==> config.mk <==
export PLATFORM = sky130hd
export DESIGN_NAME = stopwatch_led_sequencer
export DESIGN_NICKNAME = d
export VERILOG_FILES = /design/src/rtl/stopwatch_led_sequencer.sv
export SDC_FILE = /design/constraint.sdc
export NUM_CORES = 1
export LEC_CHECK = 0
export ABC_AREA = 1
export CORE_MARGIN = 2
export CORE_UTILIZATION = 35
export DETAILED_ROUTE_END_ITERATION = 12
export MAX_ROUTING_LAYER = met4
export PLACE_DENSITY = 0.57
export SYNTH_ARGS = -nofsm -noshare
export SYNTH_HDL_FRONTEND = slang
export SYNTH_SLANG_ARGS = --single-unit
==> constraint.sdc <==
create_clock -name clk -period 3.85 [get_ports clk]
set_input_delay 0.5775 -clock clk [delete_from_list [all_inputs] [get_ports clk]]
set_output_delay 0.5775 -clock clk [all_outputs]
set_load 0.005 [all_outputs]
==> src/rtl/stopwatch_led_sequencer.sv <==
// Run/pause/clear seconds stopwatch (BCD 00..MAX_TENS9) that drives the LED animator's
// digit and reset inputs, with a lap function that freezes the displayed digits.
module stopwatch_led_sequencer #(
  parameter int unsigned TICK_DIV = 100_000_000,
  parameter int unsigned MAX_TENS = 5
) (
  input  logic       clk,
  input  logic       reset,
  input  logic       start_stop,
  input  logic       clear,
  input  logic       lap,
  output logic [3:0] n1,
  output logic [3:0] n0,
  output logic       anim_reset,
  output logic       running,
  output logic       wrap,
  output logic       lap_held
);

  localparam int unsigned PW = $clog2(TICK_DIV);

  typedef enum logic [1:0] {IDLE, RUN, PAUSE} state_e;

  state_e          state_q, state_d;
  logic [PW-1:0]   presc_q, presc_d;
  logic [3:0]      tens_q, tens_d, units_q, units_d;
  logic [3:0]      n1_q, n1_d, n0_q, n0_d;
  logic            lap_held_q, lap_held_d;
  logic            wrap_q, wrap_d;
  logic            anim_q, anim_d;
  logic            run_q, run_d;
  logic            tick;

  assign tick = (state_q == RUN) && (presc_q == PW'(TICK_DIV - 1));

  always_comb begin
    state_d    = state_q;
    presc_d    = presc_q;
    tens_d     = tens_q;
    units_d    = units_q;
    n1_d       = n1_q;
    n0_d       = n0_q;
    lap_held_d = lap_held_q;
    wrap_d     = 1'b0;

    if (tick) begin
      if (units_q == 4'd9) begin
        units_d = '0;
        if (tens_q == 4'(MAX_TENS)) begin
          tens_d = '0;
          wrap_d = 1'b1;
        end else begin
          tens_d = tens_q + 4'd1;
        end
      end else begin
        units_d = units_q + 4'd1;
      end
    end

    if (state_q == RUN) presc_d = tick ? '0 : presc_q + PW'(1);

    // Display trails the count register by one edge; frozen while lap is held.
    if (!lap_held_q) begin
      n1_d = tens_q;
      n0_d = units_q;
    end

    if (clear) begin
      state_d    = IDLE;
      presc_d    = '0;
      tens_d     = '0;
      units_d    = '0;
      n1_d       = '0;
      n0_d       = '0;
      lap_held_d = 1'b0;
      wrap_d     = 1'b0;
    end else if (start_stop) begin
      unique case (state_q)
        IDLE: begin
          state_d = RUN;
          presc_d = '0;
        end
        RUN:     state_d = PAUSE;
        PAUSE:   state_d = RUN;
        default: state_d = IDLE;
      endcase
    end else if (lap && state_q == RUN) begin
      lap_held_d = ~lap_held_q;
    end

    anim_d = (state_d == IDLE);
    run_d  = (state_d == RUN);
  end

  always_ff @(posedge clk or posedge reset) begin
    if (reset) begin
      state_q    <= IDLE;
      presc_q    <= '0;
      tens_q     <= '0;
      units_q    <= '0;
      n1_q       <= '0;
      n0_q       <= '0;
      lap_held_q <= 1'b0;
      wrap_q     <= 1'b0;
      anim_q     <= 1'b1;
      run_q      <= 1'b0;
    end else begin
      state_q    <= state_d;
      presc_q    <= presc_d;
      tens_q     <= tens_d;
      units_q    <= units_d;
      n1_q       <= n1_d;
      n0_q       <= n0_d;
      lap_held_q <= lap_held_d;
      wrap_q     <= wrap_d;
      anim_q     <= anim_d;
      run_q      <= run_d;
    end
  end

  assign n1         = n1_q;
  assign n0         = n0_q;
  assign anim_reset = anim_q;
  assign running    = run_q;
  assign wrap       = wrap_q;
  assign lap_held   = lap_held_q;

endmodule

# After elaboration in Yosys (flattened, before gate mapping)
# Cells that the tools add are included.
[totals] regBits=49 output_inout_bits=12 elab_cells=58 in_bits=5
[op_classes] bitwise_logic=1 reduce_logical=10 n_eq_ne=8 n_addsub=3 n_mux=26
[ops] cell="$mux 27" n=5
[ops] cell="$mux 4" n=11
[ops] cell="$add 27x1->27 const B" n=1
[ops] cell="$eq 27x27->1 const B" n=1
[ops] cell="$add 4x1->4 const B" n=2
[ops] cell="$mux 1" n=7
[ops] cell="$reduce_bool 2->1" n=3
[ops] cell="$eq 2x1->1 const B" n=2
[ops] cell="$eq 4x3->1 const B" n=1
[ops] cell="$eq 4x4->1 const B" n=1
[ops] cell="$logic_not 2->1" n=2
[ops] cell="$mux 2" n=2
[ops] cell="$pmux 2 s2" n=1
[ops] cell="$reduce_and 2->1" n=2
[ops] cell="$eq 2x2->1 const B" n=1
[ops] cell="$logic_and 1x1->1" n=2
[ops] cell="$ne 2x1->1 const B" n=1
[ops] cell="$ne 2x2->1 const B" n=1
[ops] cell="$reduce_or 2->1" n=1
[ops] cell="$not 1->1" n=1

# Logic depth before layout (Yosys ltp)
# Gate-level depths: netlist of the first run.
[logic_depth] depth_word=7 depth_mapped=11 depth_no_buf=10

# Worst setup path after synthesis of the first run
# No wires, ideal clock.
[synth_path] path_kind="flip-flop to flip-flop" startpoint="register presc_q[1]" endpoint="register presc_q[16]" setup_time_ns=0.122 period_less_slack_ns=1.461 slack_ns=2.389 path_stages_with_launch=12 path_buffers=1 required_ns=3.728 arrival_time_ns=1.339 path_cell_list="dfrtp_1 -> ha_1 -> nand3_1 -> inv_1 -> nand2_1 -> nor2_2 -> nand2_4 -> nand2_4 -> inv_2 -> buf_6 -> nand2_1 -> nor2_1"
[synth_via] elab_chain_cells=7 elab_cells_between_ends=8 classes_between="add/sub: 1; eq/ne: 1; mux: 5; reduce/logical: 1"
[synth_lines] item="start: declaration" line_no="25" source="logic [PW-1:0] presc_q, presc_d;"
[synth_lines] item="start signal: assignment" line_no="109" source="presc_q <= presc_d;"
[synth_lines] item="branches (longest 2 deep; another with $add 27x1->27)"
[synth_lines] item="$mux 27 (*) (2 in a row)" line_no="60" source="if (state_q == RUN) presc_d = tick ? '0 : presc_q + PW'(1);"
[synth_lines] item="$mux 27" line_no="78" source="unique case (state_q)"
[synth_lines] item="$mux 27 (*)" line_no="77" source="end else if (start_stop) begin"
[synth_lines] item="$mux 27 (*)" line_no="68" source="if (clear) begin"
[synth_lines] item="via presc_d[16]" line_no="25"
# Mark *: on every way through the listed nets, which the timed path passes.
# A chain may end at the register's enable or synchronous reset.

# Worst setup path after layout of the first run
[layout_path] startpoint="input clear" endpoint="register presc_q[12]"
[layout_via] elab_chain_cells=1
[layout_lines] item="start: declaration" line_no="10" source="input logic clear,"
[layout_lines] item="$mux 27" line_no="68"
[layout_lines] item="via presc_d[12]" line_no="25"
# The timed path passes the listed nets, and every way through them passes these cells.

==> flow_summary.json, run 1 <==
{
  "status": "finished clean",
  "cts_sinks": 49,
  "drive_above_1_share_pct": 7.45,
  "cts_tree": "built",
  "cts_buffers": 5,
  "endpoint_kind": "flip-flop",
  "whs_ns": 0.532,
  "clk_pin_slew_worst_paths_ns": 0.10,
  "grt_max_degree": 50,
  "design.core.area_um2": 7370,
  "finalCritPeriodShare_pct": 57.2,
  "avgSynthCellArea_um2": 7.54,
  "wl_per_cell_um": 12.3,
  "cts_resized": 0,
  "ys_seq_area_share_pct": 45.6,
  "p_leak_uw": 0.00137,
  "syn_nets": 367,
  "synth_area_leaders": "dfrtp_1 (45%), nand2_1 (12%), nor2_1 (9.3%)",
  "start_util_pct": 36.5,
  "crit_arrival_ns": 2.44,
  "hold_buffers": 0,
  "crit_family": "buffers and inverters",
  "grt.overflow.total": 0,
  "dieWidth_um": 91.7,
  "synth_warnings": 0,
  "finalCriticalPeriod_ns": 2.20,
  "grt_pass1_vias": 2162,
  "hold_path_class": "reg2reg",
  "synthCells": 357,
  "drcViolationCount": 0,
  "worst_slack_ns": 1.65,
  "hold_viol": 0,
  "post-dp-hpwl_um": 4220,
  "p_total_uw": 928,
  "insertedDiodeCount": 0,
  "die_y_um": 91.7,
  "area_growth_syn_to_layout_pct": 13.2,
  "fmax_mhz": 454,
  "crit_buf_inv": 4,
  "syn_area_um2": 2690,
  "cts_setup_buffers": 0,
  "synth_edf_count": 0,
  "yosysUniqueCellTypes": 32,
  "fin_nets": 385,
  "ys.flop_type": "dfrtp_1",
  "worst_path_max_delay_cell": "clkdlybuf4s50_1",
  "rsz0062_at_grt": "false",
  "path_cells": "clkdlybuf4s50_1, inv_1, nand2_1, inv_1, nand2_4, inv_2, nand2_1, nor2_1",
  "num_rows": 31,
  "fin_setup_tns_ns": 0,
  "ios": 17,
  "finalSetupViolCount": 0,
  "tightest_slew_ns": 1.04,
  "crit_required_ns": 4.09,
  "synth_seq_cells": 49,
  "startpoint_type": "primary input",
  "ir_drop_v": 0.000140,
  "dieArea_um2": 8410,
  "place_congestion": 0.849,
  "cts_htree_levels": 2,
  "async_flop_share_pct": 100,
  "grt_use_total_pct": 15.7,
  "cp_max_fo": 15,
  "clockRootBuffer": "clkbuf_8",
  "fin_skew_ns": 0.0124,
  "vias": 2242,
  "vias_per_cell": 4.72,
  "drv_slew": 0,
  "dp_slack_ns": 1.33,
  "wirelength_um": 5850,
  "portBuffers": 16,
  "cts_buffer_depth": 2,
  "drt_iter0_drc": 120,
  "dp.cells": 467,
  "final_cells": 475,
  "yosysTopAreaCell": "dfrtp_1",
  "maxSlewHeadroom_pct": 30.5,
  "clk_latency_ns": 0.31,
  "drv_cap": 0,
  "grt_pass1_wl_um": 10400,
  "p_per_area_nw_per_um2": 305,
  "grt_antenna_before_repair": 0,
  "ant_nets": 0,
  "yosysTopAreaCellShare_pct": 44.6,
  "slowest_delay_ns": 0.64,
  "path_class": "in2reg",
  "first_pass_iters": 4
}
==> per-stage QoR <==
stage | util (%) | instance area, um2
detailed placement | 40.0 | 2950
finish | 41.3 | 3050
global placement | 40.0 | 2950
floorplan | - | 2690
global route | 41.3 | 3050
CTS | 41.3 | 3050
==> metal layers <==
layer / share of wire (%) / up-vias / track usage (%)
li1: - / 1162 / -
met1: 51 / 1033 / 21.2
met2: 45 / 37 / 24.1
met3: 3.2 / 10 / 3.04
met4: 1.5 / 0 / 4.60
met5: 0 / - / -
==> tightest hold or removal path, delay by kind of cell (launching register included) <==
family | cells | cell delay, ns
flops | 1 | 0.36
simple gates | 2 | 0.14
==> flip-flops by register name, summed over array words and instances, names as in the netlist <==
name and count:
n0 4, lap_held 1, n1 4, anim_reset 1, tens_q 4, units_q 4, state_q 2, running 1
presc_q 27, wrap 1
==> kinds of logic after synthesis <==
logic type	count (synthesis)	share of synthesized area (%)
xor gates and xnor gates	8	2.60
adders and majority gates	5	2.32
buffers and inverters	51	7.53
AOI/OAI and AO/OA	27	5.90
and+or+nand+nor	217	36.1
DFF	49	45.6
==> layout by cell type (no fill, tap or decap), types with 6 or more instances in the layout <==
master,netlist,routed
a21oi_1,9,9
nor3_1,11,11
clkdlybuf4s50_1,0,16
o21ai_0,6,6
nand3_1,30,30
inv_1,45,44
clkbuf_8,0,6
nor2_1,67,67
nand2_1,84,84
dfrtp_1,48,48
==> power by group <==
part | switching (uW) | total (uW) | internal, uW
registers | 5.49 | 527 | 522
logic | 42.7 | 62.2 | 19.5
clock network | 189 | 339 | 150
total | 237 | 928 | 691
==> worst paths after layout <==
check | from | end | slack [ns] | cells past startpoint
max in group asynchronous | reset | presc_q[25] | 2.37 | 2
hold / removal | n1[2] | n1[2] | 0.53 | 2
min in group asynchronous | reset | presc_q[24] | 0.84 | 2
hold reg to reg | n1[2] | n1[2] | 0.53 | 2
setup / recovery | clear | presc_q[12] | 1.65 | 8
setup reg to reg | presc_q[1] | presc_q[12] | 2.12 | 10
==> area by class of cell <==
type | instances | area [um2]
inverters | 46 | 173
multi-input cells | 257 | 1260
clock buffers | 6 | 82.6
repair buffers | 16 | 160
flip-flops and latches | 49 | 1230
fillers | 777 | 4320
well taps | 99 | 124
clock inverters | 2 | 17.5
==> synth_stat cells, types with 2 or more instances <==
cell type / number
nand2_1: 84
nor2_1: 67
dfrtp_1: 48
inv_1: 45
nand3_1: 30
nor3_1: 11
a21oi_1: 9
o21ai_0: 6
ha_1: 5
nor2_2: 5
xor2_1: 5
nand2_4: 4
o31ai_1: 4
clkbuf_1: 3
nand2_2: 3
nand4_1: 3
nor2_4: 3
nor3b_1: 3
o22ai_1: 3
xnor2_1: 3
a211oi_1: 2
Note: power is estimated with default switching activity, not from simulation.
==> inputs of run 2 (changes only) <==
==> constraint.sdc (replaced) <==
create_clock -name clk -period 2.05 [get_ports clk]
set_input_delay 0.3075 -clock clk [delete_from_list [all_inputs] [get_ports clk]]
set_output_delay 0.3075 -clock clk [all_outputs]
set_load 0.005 [all_outputs]
==> flow_summary.json, run 2 (same netlist as run 1, synthesis figures left out) <==
{
  "largest-register": "presc_q",
  "start_util_pct": 36.5,
  "worst_slack_ns": 0.300,
  "path_class": "reg2out",
  "finalCritPeriodShare_pct": 85.4,
  "grt_max_degree": 25,
  "num_rows": 31,
  "path_cells": "clkdlybuf4s50_1",
  "fin_setup_tns_ns": 0,
  "fin_nets": 390,
  "hold_viol": 0,
  "worst_path_max_delay_cell": "clkdlybuf4s50_1",
  "ant_nets": 0,
  "endpoint_kind": "primary output",
  "slowest_delay_ns": 0.57,
  "drcViolationCount": 0,
  "vias_per_cell": 4.68,
  "ir_drop_v": 0.000251,
  "clk_pin_slew_worst_paths_ns": 0.10,
  "cp_max_fo": 12,
  "cts_sinks": 49,
  "insertedDiodeCount": 0,
  "crit_required_ns": 1.74,
  "die_y_um": 91.7,
  "cts_buffer_depth": 2,
  "drive_above_1_share_pct": 8.66,
  "drv_slew": 0,
  "hold_path_class": "in2async",
  "grt.overflow.total": 0,
  "fin_skew_ns": 0.0105,
  "crit_arrival_ns": 1.44,
  "startpoint_type": "flip-flop",
  "layout_common_cells": "nand2_1 (84), nor2_1 (67), dfrtp_1 (48)",
  "whs_ns": 0.258,
  "layout_commonest_cell": "nand2_1",
  "clk_latency_ns": 0.31,
  "dieArea_um2": 8410,
  "rsz0062_at_grt": "false",
  "first_pass_iters": 4,
  "place_congestion": 0.819,
  "cts_setup_buffers": 0,
  "cts_htree_levels": 2,
  "finalSetupViolCount": 0,
  "cts_tree": "built",
  "drt_iter0_drc": 119,
  "dieWidth_um": 91.7,
  "clockRootBuffer": "clkbuf_8",
  "status": "finished clean",
  "crit_buf_inv": 1,
  "grt_pass1_wl_um": 10500,
  "cts_buffers": 5,
  "vias": 2247,
  "crit_family": "buffers and inverters",
  "p_leak_uw": 0.00139,
  "p_per_area_nw_per_um2": 565,
  "portBuffers": 16,
  "dp_slack_ns": 0.321,
  "wl_per_cell_um": 12.3,
  "maxSlewHeadroom_pct": 76.4,
  "wirelength_um": 5910,
  "largest_reg_flops": 27,
  "cts_resized": 0,
  "hold_buffers": 0,
  "drv_cap": 0,
  "fillers": 780,
  "grt_use_total_pct": 15.7,
  "fmax_mhz": 572,
  "area_growth_syn_to_layout_pct": 14.5,
  "grt_pass1_vias": 2242,
  "post-dp-hpwl_um": 4470,
  "design.core.area_um2": 7370,
  "ios": 17,
  "finalCriticalPeriod_ns": 1.75,
  "grt_antenna_before_repair": 0,
  "tightest_slew_ns": 0.351
}
run 2: cell types whose count changed in the layout (fill, tap and decap cells not counted):
| cell | change |
|---|---|
| clkinvlp_4 | +1 |
| clkinv_4 | -1 |
| buf_4 | +5 |
run 2: metal layers:
metal / vias up / share of wire, % / GRT usage [%]
met5: - / 0 / -
met1: 1032 / 50 / 21.1
li1: 1170 / - / -
met4: 0 / 1.1 / 4.10
met3: 7 / 3.1 / 2.88
met2: 38 / 46 / 24.8
run 2: final cells by class:
type	count	area (um2)	area share, %
repair buffers	21	198	6.41
inverters	46	173	5.60
clock buffers	6	82.6	2.68
flip-flops and latches	49	1230	39.8
well taps	99	124	4.02
multi-input cells	257	1260	40.9
clock inverters	2	16.3	0.528
run 2: worst paths after layout:
check                      startpoint          end  slack, ns  depth (start not counted)
setup / recovery             lap_held     lap_held       0.30                          1
hold / removal                  reset  presc_q[11]       0.26                          2
setup reg to reg           presc_q[1]   presc_q[8]       0.32                         10
hold reg to reg                 n1[2]        n1[2]       0.53                          2
max in group asynchronous       reset   presc_q[5]       1.18                          3
min in group clk                n1[2]        n1[2]       0.53                          2
run 2: per-stage QoR:
step	util [%]	instances	area (um2)	power, uW
CTS	41.8	480	3080	1770
detailed placement	40.5	472	2980	1140
finish	41.8	480	3080	1740
global placement	40.5	472	2980	1140
global route	41.8	480	3080	1820
floorplan	-	357	2690	1090
run 2: where the power goes:
| part | leakage [uW] | switching, uW | total, uW | internal [uW] |
|---|---|---|---|---|
| combinational | 0.000665 | 83.0 | 125 | 41.9 |
| clock | 0.0000478 | 348 | 626 | 278 |
| sequential | 0.000676 | 10.3 | 990 | 980 |
| total | 0.00139 | 441 | 1740 | 1300 |
==> inputs of run 3 (changes only) <==
--- a/config.mk
+++ b/config.mk
@@ -6,8 +6,8 @@
 export NUM_CORES = 1
 export LEC_CHECK = 0
 export ABC_AREA = 1
-export CORE_MARGIN = 2
 export CORE_UTILIZATION = 35
+export CTS_CLUSTER_SIZE = 30
 export DETAILED_ROUTE_END_ITERATION = 12
 export MAX_ROUTING_LAYER = met4
 export PLACE_DENSITY = 0.57
==> flow_summary.json, run 3 (same netlist as run 1, synthesis figures left out) <==
{
  "p_per_area_nw_per_um2": 591,
  "cts_buffers": 5,
  "maxSlewHeadroom_pct": 75.6,
  "tightest_slew_ns": 0.367,
  "status": "finished clean",
  "post-dp-hpwl_um": 4340,
  "finalSetupViolCount": 0,
  "p_sw_uw": 438,
  "power_frac_comb_pct": 6.9,
  "clk_pin_slew_worst_paths_ns": 0.10,
  "startpoint_type": "flip-flop",
  "hold_viol": 0,
  "rsz0062_at_grt": "false",
  "crit_family": "buffers and inverters",
  "crit_arrival_ns": 1.46,
  "num_rows": 31,
  "area_growth_syn_to_layout_pct": 15.1,
  "die_y_um": 89.7,
  "fin_setup_tns_ns": 0,
  "p_leak_uw": 0.00140,
  "drv_cap": 0,
  "power.internal_uw": 1390,
  "start_util_pct": 36.7,
  "ios": 17,
  "grt_pass1_vias": 2204,
  "crit_buf_inv": 1,
  "grt_pass1_wl_um": 10300,
  "fmax_mhz": 566,
  "fin_nets": 389,
  "path_cells": "clkdlybuf4s50_1",
  "drt_iter0_drc": 108,
  "grt_max_degree": 50,
  "hold_buffers": 0,
  "drcViolationCount": 0,
  "endpoint_kind": "primary output",
  "finalCriticalPeriod_ns": 1.77,
  "p_clk_share_pct": 39.0,
  "first_pass_iters": 4,
  "vias": 2277,
  "grt_antenna_before_repair": 0,
  "dieWidth_um": 89.7,
  "portBuffers": 16,
  "top_usage_layer": "met2",
  "fin_skew_ns": 0.0130,
  "p_sw_share_pct": 23.9,
  "drive_above_1_share_pct": 8.16,
  "hold_path_class": "in2async",
  "grt.overflow.total": 0,
  "wl_per_cell_um": 12.3,
  "fillers": 766,
  "vias_per_cell": 4.75,
  "cts_resized": 0,
  "clockRootBuffer": "clkbuf_8",
  "slowest_delay_ns": 0.58,
  "worst_path_max_delay_cell": "clkdlybuf4s50_1",
  "design.core.area_um2": 7330,
  "met2_usage_pct": 26.3,
  "cts_sinks": 49,
  "dieArea_um2": 8050,
  "whs_ns": 0.345,
  "grtUsageMet3_pct": 2.54,
  "grt_use_total_pct": 16.2,
  "drv_slew": 0,
  "cts_tree": "built",
  "crit_required_ns": 1.74,
  "cts_buffer_depth": 2,
  "grt_util_met1_pct": 20.8,
  "stdcell_area_um2": 3100,
  "largest-register": "presc_q",
  "wirelength_um": 5880,
  "layout_commonest_cell": "nand2_1",
  "place_congestion": 0.823,
  "ir_drop_v": 0.000300,
  "placed_cell_area_um2": 2990,
  "register_area_um2": 1230,
  "ant_nets": 0,
  "cts_htree_levels": 2,
  "insertedDiodeCount": 0,
  "path_class": "reg2out",
  "multi_input_area_um2": 1260,
  "clk_latency_ns": 0.31,
  "finalCritPeriodShare_pct": 86.2,
  "pwr-share-seq_pct": 54.1,
  "r2r_setup_slack_ns": 0.29,
  "largest_reg_flops": 27,
  "cp_max_fo": 12,
  "cts_setup_buffers": 0,
  "layout_common_cells": "nand2_1 (84), nor2_1 (67), dfrtp_1 (48)"
}
==> run 3: cell count changes in the layout (fill, tap and decap cells not counted) <==
cell | previous run | this run
buf_4 | 5 | 3
buf_12 | 0 | 1
bufinv_16 | 0 | 1
clkbuf_1 | 0 | 1
clkbuf_8 | 6 | 5
clkinvlp_4 | 1 | 0
==> run 3: stage by stage <==
step           std cells  total power, uW  utilization [%]  setup WS (ns)
2_1_floorplan        357             1090                -          0.571
3_5_place_dp         471             1140             40.8          0.306
5_1_grt              479             1910             42.3         0.0640
6_report             479             1830             42.3          0.282
4_1_cts              479             1860             42.3          0.269
3_3_place_gp         471             1140             40.8          0.341
==> run 3: power by group through the flow <==
| stage | clock network, uW | logic [uW] | registers [uW] |
|---|---|---|---|
| 2_1_floorplan | 0 | 80.9 | 1010 |
| 3_3_place_gp | 0 | 129 | 1010 |
| 3_5_place_dp | 0 | 129 | 1010 |
| 4_1_cts | 737 | 130 | 991 |
| 5_1_grt | 775 | 142 | 992 |
| 6_report | 715 | 126 | 990 |
==> run 3: per-layer routing <==
| layer | share of wire (%) | wire length (um) | up-vias |
|---|---|---|---|
| li1 | - | - | 1167 |
| met1 | 50 | 2930 | 1073 |
| met2 | 46 | 2720 | 29 |
| met3 | 2.8 | 166 | 8 |
| met4 | 1.1 | 63 | 0 |
| met5 | 0 | 0 | - |
==> run 3: final timing paths <==
| check | depth (start not counted) | end | start |
|---|---|---|---|
| min reg2reg | 2 | n1[2] | n1[2] |
| max | 1 | lap_held | lap_held |
| min in group clk | 2 | n1[2] | n1[2] |
| max reg2reg | 10 | presc_q[23] | presc_q[1] |
| min | 3 | presc_q[11] | reset |
| max in group asynchronous | 3 | anim_reset | reset |
==> run 3: cell type report <==
class                      count  area share [%]
sequential                    49            39.6
inverter                      46            5.57
tap                           99            4.00
clock buffer                   6            2.34
clock inverter                 2            1.25
timing repair buffer          20            6.54
multi-input combinational    257            40.7
